**config.mk**
```make
export PLATFORM = sky130hd
export DESIGN_NAME = regfile_wb_scheduler
export DESIGN_NICKNAME = d
export VERILOG_FILES = /design/src/rtl/regfile_pkg.sv /design/src/rtl/wb_skid_fifo.sv /design/src/rtl/regfile_wb_scheduler.sv
export SDC_FILE = /design/constraint.sdc
export NUM_CORES = 1
export LEC_CHECK = 0
export CORE_MARGIN = 4
export CORE_UTILIZATION = 35
export DETAILED_ROUTE_END_ITERATION = 12
export PLACE_DENSITY = 0.69
export REMOVE_ABC_BUFFERS = 1
export SYNTH_ARGS = -nofsm -noshare
export SYNTH_HDL_FRONTEND = slang
export SYNTH_HIERARCHICAL = 1
export SYNTH_SLANG_ARGS = --single-unit
export TNS_END_PERCENT = 20
```
**constraint.sdc**
```tcl
create_clock -name clk -period 2.47 [get_ports clk]
set_input_delay 0.3705 -clock clk [delete_from_list [all_inputs] [get_ports clk]]
set_output_delay 0.3705 -clock clk [all_outputs]
set_load 0.1 [all_outputs]
```
**src/rtl/regfile_pkg.sv**
```systemverilog
// Shared write-back types and register-file geometry for the pipeline.
package regfile_pkg;

  localparam int DW     = 32;  // write-back data width
  localparam int AW     = 4;   // register index width
  localparam int NREG   = 15;  // writable registers 0..NREG-1
  localparam int PC_IDX = 15;  // PC index: never written, never scoreboarded

  // One write-back request: destination register plus result data.
  typedef struct packed {
    logic [AW-1:0] dest;
    logic [DW-1:0] data;
  } wb_req_t;

endpackage

```
**src/rtl/wb_skid_fifo.sv**
```systemverilog
// Small skid FIFO that buffers EXE write-back requests while MEM owns the port.
module wb_skid_fifo
  import regfile_pkg::*;
#(
  parameter int DEPTH = 2,
  parameter int CW    = $clog2(DEPTH + 1)
) (
  input  logic          clk,
  input  logic          rst_n,
  input  logic          push,
  input  wb_req_t       push_data,
  input  logic          pop,
  output wb_req_t       head,
  output logic [CW-1:0] count,
  output logic          empty
);

  localparam int PW = $clog2(DEPTH);

  wb_req_t          mem_r [DEPTH];
  logic [PW-1:0]    wr_ptr_r;
  logic [PW-1:0]    rd_ptr_r;
  logic [CW-1:0]    count_r;

  assign head  = mem_r[rd_ptr_r];
  assign count = count_r;
  assign empty = (count_r == {CW{1'b0}});

  // Storage and write pointer: store on push, pointer wraps at DEPTH.
  always_ff @(posedge clk or negedge rst_n) begin
    if (!rst_n) begin
      for (int i = 0; i < DEPTH; i++) begin
        mem_r[i] <= '{dest: {AW{1'b0}}, data: {DW{1'b0}}};
      end
      wr_ptr_r <= {PW{1'b0}};
    end else if (push) begin
      mem_r[wr_ptr_r] <= push_data;
      wr_ptr_r        <= (wr_ptr_r == PW'(DEPTH - 1)) ? {PW{1'b0}} : wr_ptr_r + PW'(1);
    end else begin
      wr_ptr_r <= wr_ptr_r;
    end
  end

  // Read pointer: advance on pop, wraps at DEPTH.
  always_ff @(posedge clk or negedge rst_n) begin
    if (!rst_n) begin
      rd_ptr_r <= {PW{1'b0}};
    end else if (pop) begin
      rd_ptr_r <= (rd_ptr_r == PW'(DEPTH - 1)) ? {PW{1'b0}} : rd_ptr_r + PW'(1);
    end else begin
      rd_ptr_r <= rd_ptr_r;
    end
  end

  // Occupancy count: simultaneous push and pop leave it unchanged.
  always_ff @(posedge clk or negedge rst_n) begin
    if (!rst_n) begin
      count_r <= {CW{1'b0}};
    end else begin
      case ({push, pop})
        2'b10:   count_r <= count_r + CW'(1);
        2'b01:   count_r <= count_r - CW'(1);
        default: count_r <= count_r;
      endcase
    end
  end

endmodule

```
**src/rtl/regfile_wb_scheduler.sv**
```systemverilog
// Arbitrates the single register-file write-back port between MEM (direct)
// and EXE (via skid FIFO), with anti-starvation for EXE, and keeps a
// per-register count of outstanding writes for ID-stage RAW hazard detection.
module regfile_wb_scheduler
  import regfile_pkg::*;
#(
  parameter int FIFO_DEPTH = 2,
  parameter int STARVE_MAX = 3,
  parameter int CNT_W      = 2
) (
  input  logic          clk,
  input  logic          rst_n,
  input  logic          exe_valid,
  output logic          exe_ready,
  input  logic [AW-1:0] exe_dest,
  input  logic [DW-1:0] exe_data,
  input  logic          mem_valid,
  output logic          mem_ready,
  input  logic [AW-1:0] mem_dest,
  input  logic [DW-1:0] mem_data,
  input  logic          iss_valid,
  output logic          iss_ready,
  input  logic [AW-1:0] iss_dest,
  input  logic [AW-1:0] SRC1,
  input  logic [AW-1:0] SRC2,
  output logic          hazard,
  output logic          WriteBackEn,
  output logic [AW-1:0] Dest_WB,
  output logic [DW-1:0] Result_WB
);

  localparam int FCW = $clog2(FIFO_DEPTH + 1);
  localparam int SCW = $clog2(STARVE_MAX + 1);
  localparam logic [CNT_W-1:0] CNT_MAX = {CNT_W{1'b1}};

  wb_req_t          push_req_s;
  wb_req_t          head_s;
  wb_req_t          win_req_s;
  logic             push_s;
  logic             empty_s;
  logic [FCW-1:0]   fifo_count_s;
  logic             grant_exe_s;
  logic             grant_mem_s;
  logic             commit_s;
  logic [SCW-1:0]   starve_r;
  logic [SCW-1:0]   starve_nxt_s;
  logic [CNT_W-1:0] cnt_r     [NREG];
  logic [CNT_W-1:0] cnt_nxt_s [NREG];
  logic [NREG-1:0]  inc_s;
  logic [NREG-1:0]  dec_s;
  logic             iss_ready_s;
  logic             hazard_s;
  logic             wb_en_r;
  logic [AW-1:0]    dest_r;
  logic [DW-1:0]    data_r;

  assign exe_ready  = (fifo_count_s < FCW'(FIFO_DEPTH));
  assign push_s     = exe_valid & exe_ready;
  assign push_req_s = {exe_dest, exe_data};

  wb_skid_fifo #(.DEPTH(FIFO_DEPTH)) u_fifo (
    .clk       (clk),
    .rst_n     (rst_n),
    .push      (push_s),
    .push_data (push_req_s),
    .pop       (grant_exe_s),
    .head      (head_s),
    .count     (fifo_count_s),
    .empty     (empty_s)
  );

  // Arbiter: MEM first unless EXE has waited STARVE_MAX MEM grants; also next starve count.
  always_comb begin
    grant_exe_s  = 1'b0;
    grant_mem_s  = 1'b0;
    win_req_s    = head_s;
    starve_nxt_s = starve_r;
    if (!empty_s && ((starve_r == SCW'(STARVE_MAX)) || !mem_valid)) begin
      grant_exe_s = 1'b1;
      win_req_s   = head_s;
    end else if (mem_valid) begin
      grant_mem_s = 1'b1;
      win_req_s   = {mem_dest, mem_data};
    end else begin
      win_req_s   = head_s;
    end
    if (empty_s || grant_exe_s) begin
      starve_nxt_s = {SCW{1'b0}};
    end else if (grant_mem_s && (starve_r != SCW'(STARVE_MAX))) begin
      starve_nxt_s = starve_r + SCW'(1);
    end else begin
      starve_nxt_s = starve_r;
    end
  end

  assign mem_ready = grant_mem_s;
  // Writes to the PC index are consumed but dropped here.
  assign commit_s  = (grant_exe_s | grant_mem_s) && (win_req_s.dest < AW'(NREG));

  // Starvation counter register.
  always_ff @(posedge clk or negedge rst_n) begin
    if (!rst_n) begin
      starve_r <= {SCW{1'b0}};
    end else begin
      starve_r <= starve_nxt_s;
    end
  end

  // Write-back port registers, sampled by the register file on the following negedge.
  always_ff @(posedge clk or negedge rst_n) begin
    if (!rst_n) begin
      wb_en_r <= 1'b0;
      dest_r  <= {AW{1'b0}};
      data_r  <= {DW{1'b0}};
    end else if (commit_s) begin
      wb_en_r <= 1'b1;
      dest_r  <= win_req_s.dest;
      data_r  <= win_req_s.data;
    end else begin
      wb_en_r <= 1'b0;
      dest_r  <= dest_r;
      data_r  <= data_r;
    end
  end

  assign WriteBackEn = wb_en_r;
  assign Dest_WB     = dest_r;
  assign Result_WB   = data_r;

  // Scoreboard lookups: reservation room for iss_dest and pending writes on the sources.
  always_comb begin
    iss_ready_s = 1'b1;
    hazard_s    = 1'b0;
    for (int r = 0; r < NREG; r++) begin
      if ((iss_dest == AW'(r)) && (cnt_r[r] == CNT_MAX)) begin
        iss_ready_s = 1'b0;
      end else begin
        iss_ready_s = iss_ready_s;
      end
      if (((SRC1 == AW'(r)) || (SRC2 == AW'(r))) && (cnt_r[r] != {CNT_W{1'b0}})) begin
        hazard_s = 1'b1;
      end else begin
        hazard_s = hazard_s;
      end
    end
  end

  assign iss_ready = iss_ready_s;
  assign hazard    = hazard_s;

  // Scoreboard next state: reserve on issue, release on commit, never under/overflow.
  always_comb begin
    for (int r = 0; r < NREG; r++) begin
      inc_s[r]     = iss_valid && iss_ready_s && (iss_dest == AW'(r));
      dec_s[r]     = commit_s && (win_req_s.dest == AW'(r)) && (cnt_r[r] != {CNT_W{1'b0}});
      cnt_nxt_s[r] = cnt_r[r];
      case ({inc_s[r], dec_s[r]})
        2'b10:   cnt_nxt_s[r] = cnt_r[r] + CNT_W'(1);
        2'b01:   cnt_nxt_s[r] = cnt_r[r] - CNT_W'(1);
        default: cnt_nxt_s[r] = cnt_r[r];
      endcase
    end
  end

  // Scoreboard count registers.
  always_ff @(posedge clk or negedge rst_n) begin
    if (!rst_n) begin
      for (int r = 0; r < NREG; r++) begin
        cnt_r[r] <= {CNT_W{1'b0}};
      end
    end else begin
      for (int r = 0; r < NREG; r++) begin
        cnt_r[r] <= cnt_nxt_s[r];
      end
    end
  end

endmodule
```
==> Word level (Yosys, flattened, before mapping) <==
Cells that the tools add are included.
{ "totals": {"elab_cells": 373, "regBits": 145, "output_inout_bits": 41} }
{ "classes": {"n_mux": 62, "order_cmp": 5, "addsub": 35, "reduce_logical": 136, "bitwise_logic": 4, "eq_ne": 105} }
{ "ops": {"columns": ["op", "n"], "rows": [
  ["$mux 36", 6],
  ["$eq 4x4->1 const B", 28],
  ["$logic_and 1x1->1", 80],
  ["$bwmux 72", 1],
  ["$eq 2x2->1 const B", 32],
  ["$eq 4x3->1 const B", 16],
  ["$pmux 2 s2", 16],
  ["$reduce_bool 2->1", 32],
  ["$demux 36 s1", 1],
  ["$mux 1", 36],
  ["$add 2x1->2 const B", 17],
  ["$eq 2x1->1 const B", 16],
  ["$eq 4x2->1 const B", 8],
  ["$sub 2x1->2 const B", 16],
  ["$logic_or 1x1->1", 17],
  ["$eq 4x1->1 const B", 4],
  ["$logic_not 4->1", 4],
  ["$ge 2x2->1 const B", 2],
  ["$lt 4x4->1 const B", 1],
  ["$mux 2", 2],
  ["$not 1->2", 2],
  ["$add 1x1->1 const B", 2],
  ["$logic_not 1->1", 2],
  ["$logic_not 2->1", 1],
  ["5 further kinds", 5]
]} }

==> Longest topological paths before layout <==
{ "logic_depth": {"ltp_word": 21, "depth_mapped": 12, "depth_no_buf": 10} }

==> Hierarchy <==
The synthesis kept the hierarchy.
{ "modules_own_cells": {"columns": ["mod", "area_per_inst_um2", "cells_per_inst", "instances"], "rows": [
  ["regfile_wb_scheduler", 4463.0, 503, 1],
  ["wb_skid_fifo", 3301.9, 205, 1]
]} }

==> Least setup slack after synthesis <==
Ideal clock, no wire load.
{ "synth_path": {"path_type": "reg-to-reg", "from": "reg u_fifo.rd_ptr_r", "to": "reg cnt_r[11] (netlist name)", "arrival_time_ps": 2487, "setup_time_ps": 79, "path_slack_ps": -96, "path_stages_with_launch": 12, "cell_sequence": "dfrtp_1 > buf_2 > buf_2 > mux2_2 > nand2_1 > o221a_2 > buf_2 > o22ai_2 > nor3_1 > ha_1 > nor2_1 > xor2_1"} }
{ "synth_rtl": {"columns": ["item", "line", "text"], "rows": [
  ["start: declaration", "wb_skid_fifo.sv:22", "logic [PW-1:0] rd_ptr_r;"],
  ["start signal: assignment", "wb_skid_fifo.sv:47", "rd_ptr_r <= {PW{1'b0}};"],
  ["start signal: assignment", "wb_skid_fifo.sv:49", "rd_ptr_r <= (rd_ptr_r == PW'(DEPTH - 1)) ? {PW{1'b0}} : rd_ptr_r + PW'(1);"],
  ["start signal: assignment", "wb_skid_fifo.sv:51", "rd_ptr_r <= rd_ptr_r;"],
  ["end signal: indexed assignment", "regfile_wb_scheduler.sv:169", "cnt_r[r] <= {CNT_W{1'b0}};"],
  ["end signal: indexed assignment", "regfile_wb_scheduler.sv:173", "cnt_r[r] <= cnt_nxt_s[r];"],
  ["end: declaration", "regfile_wb_scheduler.sv:47", "logic [CNT_W-1:0] cnt_r [NREG];"]
]} }

==> Worst setup path in the final report <==
{ "layout_path": {"from": "in SRC2[3]", "to": "out hazard"} }
{ "layout_via": {"elab_chain_cells": 18, "elab_cells_between_ends": 60, "classes_between": "eq/ne (14); mux (15); reduce/logical (31)"} }
{ "layout_lines": {"columns": ["item", "line", "text"], "rows": [
  ["start: declaration", "regfile_wb_scheduler.sv:25", "input logic [AW-1:0] SRC2,"],
  ["$logic_not 4->1", "regfile_wb_scheduler.sv:140", "if (((SRC1 == AW'(r)) || (SRC2 == AW'(r))) && (cnt_r[r] != {CNT_W{1'b0}})) begin"],
  ["$logic_or 1x1->1", "regfile_wb_scheduler.sv:140", null],
  ["$logic_and 1x1->1", "regfile_wb_scheduler.sv:140", null],
  ["$mux 1 (14 in a row)", "regfile_wb_scheduler.sv:140", null],
  ["$mux 1 (*)", "regfile_wb_scheduler.sv:140", null],
  ["end: declaration", "regfile_wb_scheduler.sv:26", "output logic hazard,"]
]} }
Mark *: on every way between the ends. The rest lies on a longest branch, timed or not.

==> results by group <==
Timing
  – Crit share post-route: 100%
  – Tmin final: 2470 ps
  – Slew Limit Headroom: 56.9%
  – Fmax: 404 MHz
  – Final Hold Viols: 0
  – RSZ-0062 raised after global routing: yes
  – Hold_ws: 452 ps
  – Setup violators final: 1
  – Worst Slack Setup Final: -3.04 ps
  – Setup TNS: -3.04 ps
  – Worst Tran Pin Value: 643 ps
  – Clock skew: 9.45 ps
  – Final Slew Violations: 0

Placement
  – GP Congestion: 0.846
  – Placed wire-length estimate: 14,200 um
  – PortBufs: 129
  – DP Worst Slack: -607 ps
  – Post-DP Area: 0.00954 mm2

Power
  – Clk pwr share: 18.8%
  – Max VDD drop: 0.000702 V
  – Pwr/cell area: 1400 mW/mm2
  – Internal: 7.96 mW
  – Comb pwr share: 50.7%
  – Switching pwr: 6.44 mW
  – Power share of the sequential group: 30.5%
  – Design Power: 14.4 mW
  – Leakage power: 4.29 nW
  – Sw Ratio: 44.7%

Worst setup path
  – Worst Path Arrival: 2100 ps
  – Crit path launch type: primary input
  – CP Capture Type: output port
  – Required time of the critical path: 2100 ps
  – Worst Path Max Fanout: 10
  – Crit Path Class: in -> out

Route
  – DRT Pass-1 Iters: 5
  – Vias post-DR: 6,047
  – Vias per cell: 5.15
  – Wire length per cell: 17.0 um
  – Drt total wl: 19,900 um
  – ANT nets after route: 0
  – Residual DRC: 0
  – DRT iter0 DRCs: 341

GRT
  – Grt total ovfl: 0
  – Busiest grt layer: met2
  – Initial antenna violation count: 0
  – GR Layer Usage met3: 3.57%
  – Largest net degree at the start of global routing: 57
  – Vias in the first global route: 6,295
  – GR Util All Layers: 16.5%
  – First-pass GRT wire length: 32,700 um
  – Met1 Use GR: 22.5%
  – M2 GR Usage: 26.1%

Clock tree
  – TritonCTS buffer count: 17
  – CTS Sinks: 145
  – CTS tree: done
  – Clk slew on worst S/H paths: 60 ps
  – CTS root buffer: clkbuf_16
  – Htree depth: 4
  – Clk Latency, worst-skew pair: 420 ps
  – Bufs on Longest Clock Path: 2

Job
  – MaxCap Viol Count: 0

Yosys
  – Synth unique cells: 53
  – Post-Synthesis Cells: 708
  – FF+latch count, synth: 145
  – Mapped Area: 0.00776 mm2
  – Post-synth EDFFs: 0
  – Seq/Total Area, Yosys: 46.7%
  – Warnings, synthesis: 6
  – Asr flop ratio synth: 100%
  – Synthesized area per cell: 11.0 um2
  – Commonest register cell after synthesis: dfrtp_1

Status
  – Outcome: finished with violations
  – Failing checks: negative setup slack

Floorplanning
  – Die span in x: 157 um
  – Core footprint: 0.0218 mm2
  – Die Area: 0.0246 mm2
  – Initial Util: 35.6%
  – Rows: 54
  – Die height: 157 um
  – Ports: 130

Cells and area
  – Total Nets Final: 988
  – Final Cell Area: 0.0103 mm2
  – Number of diodes: 0
  – Most common cell after layout, fill and taps aside: dfrtp_1
  – Share of cells above drive strength 1: 31.1%
  – P&R area growth vs syn: 32.8%
  – Most frequent cells in the layout: dfrtp_1 (144), mux2_2 (104), buf_4 (98), clkdlybuf4s50_1 (79), nand2_1 (74)

Hold path
  – HP Class: reg -> reg
## per-layer routing
metal / up-vias / wire, um / part of all wire [%]
met5: - / 0 / 0
met3: 29 / 953 / 4.8
met4: 0 / 444 / 2.2
li1: 2910 / - / -
met2: 146 / 9500 / 48
met1: 2962 / 9020 / 45
## sequential cells by signal, indices dropped and copies added, names as in the netlist
name             flops
u_fifo/count         2
u_fifo/rd_ptr_r      1
Result_WB           32
u_fifo/mem_r        72
starve_r             2
cnt_r               30
Dest_WB              4
u_fifo/wr_ptr_r      1
WriteBackEn          1
## worst max-delay path, stage by stage
cell,delay [ps]
clkdlybuf4s50_1,470
buf_6,140
or4b_1,430
a21oi_1,150
nor4_1,60
buf_4,140
nand4_1,150
buf_12,190
## per-stage QoR
stage | cells | utilization [%]
after detailed placement | 1137 | 43.7
after CTS | 1173 | 46.9
after global placement | 1137 | 43.7
after global routing | 1175 | 47.3
after floorplan | 665 | -
final | 1175 | 47.3
## worst paths after layout
path                            startpoint      endpoint  slack [ps]  depth (start not counted)
min reg2reg                    starve_r[0]   starve_r[0]         450                          1
max reg2reg                u_fifo/rd_ptr_r      cnt_r[5]         100                          9
max in group asynchronous            rst_n     cnt_r[26]        1270                          3
min                            starve_r[0]   starve_r[0]         450                          1
max                                SRC2[3]        hazard          -3                          8
min in group asynchronous            rst_n  Result_WB[1]         470                          2
## repair_timing
action                     in CTS  in global routing
hold endpoints to repair       52                  0
setup endpoints to repair      22                 18
gates cloned                    1                  0
buffers inserted                2                  2
hold buffers                    1                  0
pin swaps                       3                  6
gates resized for setup        17                 17
## power by group through the flow
stage | Combinational [mW] | Clock (mW) | Sequential [mW]
floorplan | 2.95 | 0 | 6.58
global placement | 7.12 | 0 | 4.36
detailed placement | 7.22 | 0 | 4.41
CTS | 7.28 | 2.76 | 4.40
global route | 7.75 | 2.89 | 4.55
finish | 7.30 | 2.71 | 4.39
## cell usage after synthesis, types with 2 or more instances
cell       number  area share, %
buf_2          20            1.3
o221a_2         2           0.29
inv_2           2          0.097
clkbuf_1        5           0.24
nand4b_1       10            1.1
mux2i_1         3           0.39
o22ai_1         2           0.16
a2111oi_0       2           0.23
xor2_1         18            2.0
nor4_1         13            1.0
mux2_1          4           0.58
a21oi_1        24            1.5
nor4b_1         6           0.68
o21ai_0         2           0.13
ha_1           17            2.7
nand2b_1        6           0.48
nor3_1         44            2.8
nand3_1        13           0.84
nand2_1        74            3.6
dfrtp_1       145             47
buf_8           3           0.58
buf_4           5           0.48
a221oi_1        2           0.23
inv_1           9           0.44
or4b_1          3           0.39
and2_1          2           0.16
nand4_1         7           0.56
nor2_1         45            2.2
a31oi_1        35            2.8
buf_6          10            1.5
nor2b_1         3           0.24
or4bb_1        11            1.6
nand3b_1        3           0.29
a211oi_1        3           0.29
o22ai_2         2           0.32
and3_1          2           0.16
xnor2_1        32            3.6
mux2_2        104             15
## logic make-up after synthesis
family                     share of synthesized area (%)
and+or+nand+nor                                     17.5
AOI/OAI and AO/OA                                   6.67
xor gates and xnor gates                            5.64
DFF                                                 46.7
muxes                                               16.0
buffers and inverters                               4.66
adders and majority gates                           2.74
## layout make-up
type	instances	area, um2
tap	280	350
clock buffer	20	457
inverter	12	47.5
timing repair buffer	198	1790
clock inverter	12	169
sequential	145	3630
multi-input combinational	508	3870
fill	2000	11500
No activity file was read; power rests on OpenSTA's default activity.
